## src/rtl/hilo_muldiv_pkg.sv

```systemverilog
// Shared encodings and defaults for the HI/LO multiply/divide unit.
//   op encodings   : MULT/MULTU/DIV/DIVU as presented on op
//   state encodings: sequencer states of hilo_muldiv
//   defaults       : operand width and iteration-counter width
package hilo_muldiv_pkg;

  localparam int unsigned MD_WIDTH = 32;
  localparam int unsigned MD_CNT_W = 6;

  localparam logic [1:0] OP_MULT  = 2'b00;
  localparam logic [1:0] OP_MULTU = 2'b01;
  localparam logic [1:0] OP_DIV   = 2'b10;
  localparam logic [1:0] OP_DIVU  = 2'b11;

  localparam logic [1:0] ST_IDLE = 2'd0;
  localparam logic [1:0] ST_CALC = 2'd1;
  localparam logic [1:0] ST_FIX  = 2'd2;

endpackage : hilo_muldiv_pkg

```

## src/rtl/hilo_muldiv_iter.sv

```systemverilog
// One iteration of the unsigned magnitude datapath (purely combinational).
//   is_div_i  : 0 = shift-add multiply step, 1 = restoring divide step
//   acc_hi_i  : upper accumulator (partial product high / partial remainder)
//   acc_lo_i  : lower accumulator (multiplier bits / dividend-quotient bits)
//   opnd_i    : multiplicand (multiply) or divisor (divide) magnitude
//   nxt_hi_c  : upper accumulator after this step
//   nxt_lo_c  : lower accumulator after this step
module hilo_muldiv_iter #(
  parameter int unsigned WIDTH = 32
) (
  input  logic             is_div_i,
  input  logic [WIDTH-1:0] acc_hi_i,
  input  logic [WIDTH-1:0] acc_lo_i,
  input  logic [WIDTH-1:0] opnd_i,
  output logic [WIDTH-1:0] nxt_hi_c,
  output logic [WIDTH-1:0] nxt_lo_c
);

  logic [WIDTH:0] mul_sum;
  logic [WIDTH:0] div_shift;
  logic [WIDTH:0] div_diff;

  // Multiply: add multiplicand when the current multiplier LSB is set,
  // then shift the whole 2*WIDTH product right by one.
  // Divide: shift remainder:dividend left by one, trial-subtract the divisor
  // and keep the difference only when it did not borrow.
  always_comb begin
    mul_sum   = {1'b0, acc_hi_i} + (acc_lo_i[0] ? {1'b0, opnd_i} : '0);
    div_shift = {acc_hi_i, acc_lo_i[WIDTH-1]};
    div_diff  = div_shift - {1'b0, opnd_i};
    nxt_hi_c  = mul_sum[WIDTH:1];
    nxt_lo_c  = {mul_sum[0], acc_lo_i[WIDTH-1:1]};
    if (is_div_i) begin
      if (!div_diff[WIDTH]) begin
        nxt_hi_c = div_diff[WIDTH-1:0];
        nxt_lo_c = {acc_lo_i[WIDTH-2:0], 1'b1};
      end else begin
        nxt_hi_c = div_shift[WIDTH-1:0];
        nxt_lo_c = {acc_lo_i[WIDTH-2:0], 1'b0};
      end
    end
  end

endmodule : hilo_muldiv_iter

```

## src/rtl/hilo_muldiv.sv

```systemverilog
// Iterative multiply/divide unit owning the architectural HI/LO registers.
//   clk, rst_n : core clock, asynchronous active-low reset
//   start, op  : launch MULT/MULTU/DIV/DIVU on a (rs) and b (rt)
//   mthi, mtlo : write a into HI / LO when idle
//   mfhi, mflo : core reads HI / LO this cycle (stall only)
//   hi, lo     : HI / LO registers
//   busy       : operation in flight
//   done       : one-cycle pulse after HI/LO receive a result
//   stall      : combinational hold request to the core
module hilo_muldiv
  import hilo_muldiv_pkg::*;
#(
  parameter int unsigned WIDTH = MD_WIDTH,
  parameter int unsigned CNT_W = MD_CNT_W
) (
  input  logic             clk,
  input  logic             rst_n,
  input  logic             start,
  input  logic [1:0]       op,
  input  logic [WIDTH-1:0] a,
  input  logic [WIDTH-1:0] b,
  input  logic             mthi,
  input  logic             mtlo,
  input  logic             mfhi,
  input  logic             mflo,
  output logic [WIDTH-1:0] hi,
  output logic [WIDTH-1:0] lo,
  output logic             busy,
  output logic             done,
  output logic             stall
);

  logic [1:0]         state_q,  state_d;
  logic [CNT_W-1:0]   cnt_q,    cnt_d;
  logic [WIDTH-1:0]   acc_hi_q, acc_hi_d;
  logic [WIDTH-1:0]   acc_lo_q, acc_lo_d;
  logic [WIDTH-1:0]   opnd_q,   opnd_d;
  logic [WIDTH-1:0]   a_orig_q, a_orig_d;
  logic               is_div_q, is_div_d;
  logic               neg_q,    neg_d;     // product / quotient sign
  logic               rneg_q,   rneg_d;    // remainder sign
  logic               bzero_q,  bzero_d;
  logic [WIDTH-1:0]   hi_q,     hi_d;
  logic [WIDTH-1:0]   lo_q,     lo_d;
  logic               done_q,   done_d;

  logic               op_signed;
  logic [WIDTH-1:0]   a_mag;
  logic [WIDTH-1:0]   b_mag;
  logic [WIDTH-1:0]   iter_hi;
  logic [WIDTH-1:0]   iter_lo;
  logic [2*WIDTH-1:0] prod;
  logic [WIDTH-1:0]   quo;
  logic [WIDTH-1:0]   rem;

  // Operand magnitudes: signed ops negate negative inputs.
  assign op_signed = ~op[0];
  assign a_mag = (op_signed && a[WIDTH-1]) ? (~a + WIDTH'(1)) : a;
  assign b_mag = (op_signed && b[WIDTH-1]) ? (~b + WIDTH'(1)) : b;

  hilo_muldiv_iter #(
    .WIDTH (WIDTH)
  ) u_iter (
    .is_div_i (is_div_q),
    .acc_hi_i (acc_hi_q),
    .acc_lo_i (acc_lo_q),
    .opnd_i   (opnd_q),
    .nxt_hi_c (iter_hi),
    .nxt_lo_c (iter_lo)
  );

  // Next-state and datapath control.
  always_comb begin
    state_d  = state_q;
    cnt_d    = cnt_q;
    acc_hi_d = acc_hi_q;
    acc_lo_d = acc_lo_q;
    opnd_d   = opnd_q;
    a_orig_d = a_orig_q;
    is_div_d = is_div_q;
    neg_d    = neg_q;
    rneg_d   = rneg_q;
    bzero_d  = bzero_q;
    hi_d     = hi_q;
    lo_d     = lo_q;
    done_d   = 1'b0;
    prod     = {acc_hi_q, acc_lo_q};
    quo      = acc_lo_q;
    rem      = acc_hi_q;

    case (state_q)
      ST_IDLE: begin
        if (start) begin
          // Multiply keeps multiplier in acc_lo; divide keeps dividend there.
          is_div_d = op[1];
          neg_d    = op_signed & (a[WIDTH-1] ^ b[WIDTH-1]);
          rneg_d   = op_signed & a[WIDTH-1];
          bzero_d  = (b == '0);
          a_orig_d = a;
          acc_hi_d = '0;
          acc_lo_d = op[1] ? a_mag : b_mag;
          opnd_d   = op[1] ? b_mag : a_mag;
          cnt_d    = '0;
          state_d  = ST_CALC;
        end else begin
          if (mthi) hi_d = a;
          if (mtlo) lo_d = a;
        end
      end

      ST_CALC: begin
        // WIDTH iteration cycles, then one settle cycle at cnt == WIDTH.
        if (cnt_q == CNT_W'(WIDTH)) begin
          state_d = ST_FIX;
        end else begin
          acc_hi_d = iter_hi;
          acc_lo_d = iter_lo;
          cnt_d    = cnt_q + CNT_W'(1);
        end
      end

      ST_FIX: begin
        if (is_div_q) begin
          if (neg_q)  quo = ~acc_lo_q + WIDTH'(1);
          if (rneg_q) rem = ~acc_hi_q + WIDTH'(1);
          if (bzero_q) begin
            lo_d = '1;
            hi_d = a_orig_q;
          end else begin
            lo_d = quo;
            hi_d = rem;
          end
        end else begin
          if (neg_q) prod = ~{acc_hi_q, acc_lo_q} + (2*WIDTH)'(1);
          hi_d = prod[2*WIDTH-1:WIDTH];
          lo_d = prod[WIDTH-1:0];
        end
        done_d  = 1'b1;
        state_d = ST_IDLE;
      end

      default: state_d = ST_IDLE;
    endcase
  end

  // State and datapath registers.
  always_ff @(posedge clk or negedge rst_n) begin
    if (!rst_n) begin
      state_q  <= ST_IDLE;
      cnt_q    <= '0;
      acc_hi_q <= '0;
      acc_lo_q <= '0;
      opnd_q   <= '0;
      a_orig_q <= '0;
      is_div_q <= 1'b0;
      neg_q    <= 1'b0;
      rneg_q   <= 1'b0;
      bzero_q  <= 1'b0;
      hi_q     <= '0;
      lo_q     <= '0;
      done_q   <= 1'b0;
    end else begin
      state_q  <= state_d;
      cnt_q    <= cnt_d;
      acc_hi_q <= acc_hi_d;
      acc_lo_q <= acc_lo_d;
      opnd_q   <= opnd_d;
      a_orig_q <= a_orig_d;
      is_div_q <= is_div_d;
      neg_q    <= neg_d;
      rneg_q   <= rneg_d;
      bzero_q  <= bzero_d;
      hi_q     <= hi_d;
      lo_q     <= lo_d;
      done_q   <= done_d;
    end
  end

  assign hi    = hi_q;
  assign lo    = lo_q;
  assign done  = done_q;
  assign busy  = (state_q != ST_IDLE);
  // Any core request that touches HI/LO must wait while an op is in flight.
  assign stall = busy & (start | mthi | mtlo | mfhi | mflo);

endmodule : hilo_muldiv

```

## config.mk

```make
export PLATFORM = sky130hd
export DESIGN_NAME = hilo_muldiv
export DESIGN_NICKNAME = d
export VERILOG_FILES = /design/src/rtl/hilo_muldiv_pkg.sv /design/src/rtl/hilo_muldiv_iter.sv /design/src/rtl/hilo_muldiv.sv
export SDC_FILE = /design/constraint.sdc
export NUM_CORES = 1
export LEC_CHECK = 0
export CELL_PAD_IN_SITES_DETAIL_PLACEMENT = 1
export CELL_PAD_IN_SITES_GLOBAL_PLACEMENT = 2
export CORE_MARGIN = 2
export CORE_UTILIZATION = 32
export DETAILED_ROUTE_END_ITERATION = 8
export PLACE_DENSITY = 0.75
export SLEW_MARGIN = 40
export SYNTH_ARGS = -nofsm -noshare
export SYNTH_HDL_FRONTEND = slang
export SYNTH_SLANG_ARGS = --single-unit
export TNS_END_PERCENT = 30
```

## constraint.sdc

```tcl
create_clock -name clk -period 3.4 [get_ports clk]
set_input_delay 0.51 -clock clk [delete_from_list [all_inputs] [get_ports clk]]
set_output_delay 0.51 -clock clk [all_outputs]
set_load 0.02 [all_outputs]
```

==> results_dict.tcl <==
set metrics [dict create \
    clock_sinks 205 \
    first_global_vias 18500 \
    die_area_sq_um 54400 \
    synth_async_sr_flop_share_pct 100 \
    maxCapViolCount 0 \
    post_route_cells_drive_above_1_share_pct 16.6 \
    syn_area_sq_um 16800 \
    worstHoldPathCells 2 \
    skew_ns 0.0116 \
    routedWlPerCell_um 24.5 \
    r2r_slack_ns 0.04 \
    cts-root-buf "clkbuf_16" \
    synth_edf_count 0 \
    n_fill_cell 6177 \
    firstDrtPassIters 7 \
    final_cell_mix "290 x nand2_1, 275 x buf_4, 218 x o21ai_0" \
    synth_seq_cells 205 \
    relSlewSlack_pct 49.0 \
    slew_viol_final 0 \
    die_w_um 233 \
    cp_num_cells 9 \
    avgSynthCellArea_sq_um 7.75 \
    grt_max_degree 79 \
    grtUsageMet3_pct 3.91 \
    ys_seq_area_share_pct 30.5 \
    drc 0 \
    design.core.area_sq_um 51600 \
    synth_ff_type "dfrtp_1" \
    critPathKind "flip-flop to flip-flop" \
    fin_crit_sh_pct 98.9 \
    numPlacedInstances 3110 \
    grt_usage_pct 28.2 \
    dp_hpwl_um 61300 \
    crit_start "acc_lo_q[20]" \
    stdcell_count 3169 \
    die-height_um 233 \
    cts.clk_slew.worst_paths_ns 0.07 \
    use_met1_pct 39.0 \
    synthCells 2168 \
    final_util_pct 42.4 \
    worstPathArrival_ns 3.85 \
    initial_core_util_pct 32.6 \
    grt_pass1_wl_um 116000 \
    status "completed" \
    port_buffers 139 \
    synth_fp_nets 2313 \
    htree_num_levels 1 \
    critPathMaxStageDelay_ns 0.56 \
    antenna_found_initial 0 \
    path_buf_inv 2 \
    rr_worst_depth 9 \
    worstHoldPathType "flip-flop to flip-flop" \
    layout_commonest_cell "nand2_1" \
    rows 83 \
    crit_top_cell "or4_4" \
    use_met2_pct 44.9 \
    pin_count 140 \
    busiest_layer "met2" \
    syn_to_final_growth_pct 30.3 \
    worst_path_max_delay_cell "or4b_4" \
    critPathTopFamily "simple AND/OR/NAND/NOR gates" \
    insertion_delay_ns 0.59 \
    leakage_nw 9.55 \
    place_congestion 0.947 \
    power_density_nw_per_um2 1160 \
    clockBufferDepth 3 \
    timing.final.crit_period_ns 3.36 \
    ys_warn_count 0 \
    setup_violations 0 \
    drtIter0Drc 1312 \
    via_per_inst 5.69 \
    min-delay-start "a_orig_q[5]" \
    critical_path_required_ns 3.89 \
    start_kind "flip-flop" \
    yosysUniqueCellTypes 75 \
    crit_fanout 5 \
    wirelength_um 77600 \
    fmax_mhz 297 \
    cts_tree "yes" \
    endpoint_kind "flip-flop" \
    gr-total-overflow 0 \
    diodes 0 \
    r2r-start "acc_lo_q[20]" \
    finalNetCount 2613 \
    cp_cell_sequence "or4_4 > or4_4 > or4b_4 > buf_6 > o41a_1 > buf_4 > mux2i_1 > o2bb2a_1 > o31ai_1" \
    rsz0062_at_grt "yes" \
    worst_pin_slew_ns 0.766 \
    ant_nets 0 \
    cts_buffers 27 \
    r2r_end "hi[13]" \
    whs_endpoint "a_orig_q[5]" \
    finalHoldViolCount 0 \
    via_count 18000 \
    vdd_drop_max_mv 0.428 \
]
cells by family (layout without fill, tap and decap cells):
| group | Yosys count | after routing | synth area share (%) |
|---|---|---|---|
| AOI/OAI and AO/OA | 738 | 738 | 27.3 |
| and+or+nand+nor | 679 | 679 | 18.2 |
| buffers and inverters | 228 | 549 | 5.19 |
| DFF | 205 | 205 | 30.5 |
| xor gates and xnor gates | 182 | 182 | 9.49 |
| adders and majority gates | 72 | 72 | 5.45 |
| muxes | 64 | 64 | 3.86 |
timing repair:
item,4_1_cts,5_1_grt
setup endpoints to repair,9,42
hold buffers,1,0
pin swaps,4,21
setup buffers,2,6
endpoints found under the hold margin,73,0
resized for setup,10,43
cell usage after synthesis, drive strengths merged, types with 21 or more instances:
cell type | n | area [sq um]
a211oi | 28 | 210
a21o | 34 | 255
a21oi | 196 | 981
a22oi | 24 | 180
clkbuf | 136 | 510
dfrtp | 205 | 5130
ha | 70 | 876
inv | 73 | 274
mux2i | 58 | 581
nand2 | 291 | 1090
nand2b | 21 | 131
nand3 | 24 | 120
nor2 | 177 | 664
nor3 | 48 | 245
o211ai | 22 | 165
o21ai | 225 | 1130
o22ai | 42 | 263
o31ai | 28 | 210
xnor2 | 110 | 963
xor2 | 72 | 631
tightest hold or removal path: stages (launching register included):
cell,delay [ns]
dfrtp_1,0.34
nand2_1,0.05
nand2_1,0.05
sequential cells by signal, indices dropped and copies added (netlist names):
| name | count |
|---|---|
| state_q | 2 |
| neg_q | 1 |
| acc_hi_q | 32 |
| done | 1 |
| a_orig_q | 32 |
| is_div_q | 1 |
| rneg_q | 1 |
| hi | 32 |
| acc_lo_q | 32 |
| cnt_q | 6 |
| lo | 32 |
| bzero_q | 1 |
| opnd_q | 32 |
per-stage QoR:
stage	setup TNS (ns)	total power, mW	area [sq um]	hold WS (ns)	setup slack, ns
2_1_floorplan	0	14.6	16800	0.214	0.0504
3_3_place_gp	-1.50	21.1	20600	0.456	-0.164
3_5_place_dp	-2.83	21.5	20600	0.466	-0.195
4_1_cts	0	24.9	21700	0.480	0.0163
5_1_grt	-0.0565	27.1	21900	0.505	-0.0368
6_report	0	25.3	21900	0.477	0.0380
worst max path at each step:
stage | to | slack (ns)
2_1_floorplan | acc_hi_q[29] | 0.05
3_3_place_gp | opnd_q[29] | -0.16
3_5_place_dp | opnd_q[29] | -0.20
4_1_cts | hi[31] | 0.02
5_1_grt | hi[13] | -0.04
6_report | hi[13] | 0.04
power breakdown:
part	total [mW]	switching (mW)	internal, mW
Clock	3.21	1.31	1.90
Sequential	4.73	1.04	3.68
Combinational	17.4	9.94	7.44
metal layers:
metal | share of wire (%) | vias to the layer above | wire (um)
li1 | - | 8379 | -
met1 | 46 | 9059 | 35500
met2 | 45 | 467 | 35100
met3 | 5.5 | 119 | 4240
met4 | 3.5 | 0 | 2710
met5 | 0 | - | 0
layout make-up:
type	count	area (sq um)	share of cell area, %
clock buffers	32	714	3.26
clock inverters	18	258	1.18
inverters	75	282	1.29
multi-input cells	1735	11000	50.4
flip-flops and latches	205	5130	23.5
well taps	680	851	3.89
repair buffers	424	3610	16.5
(Power assumes the default switching activity.)
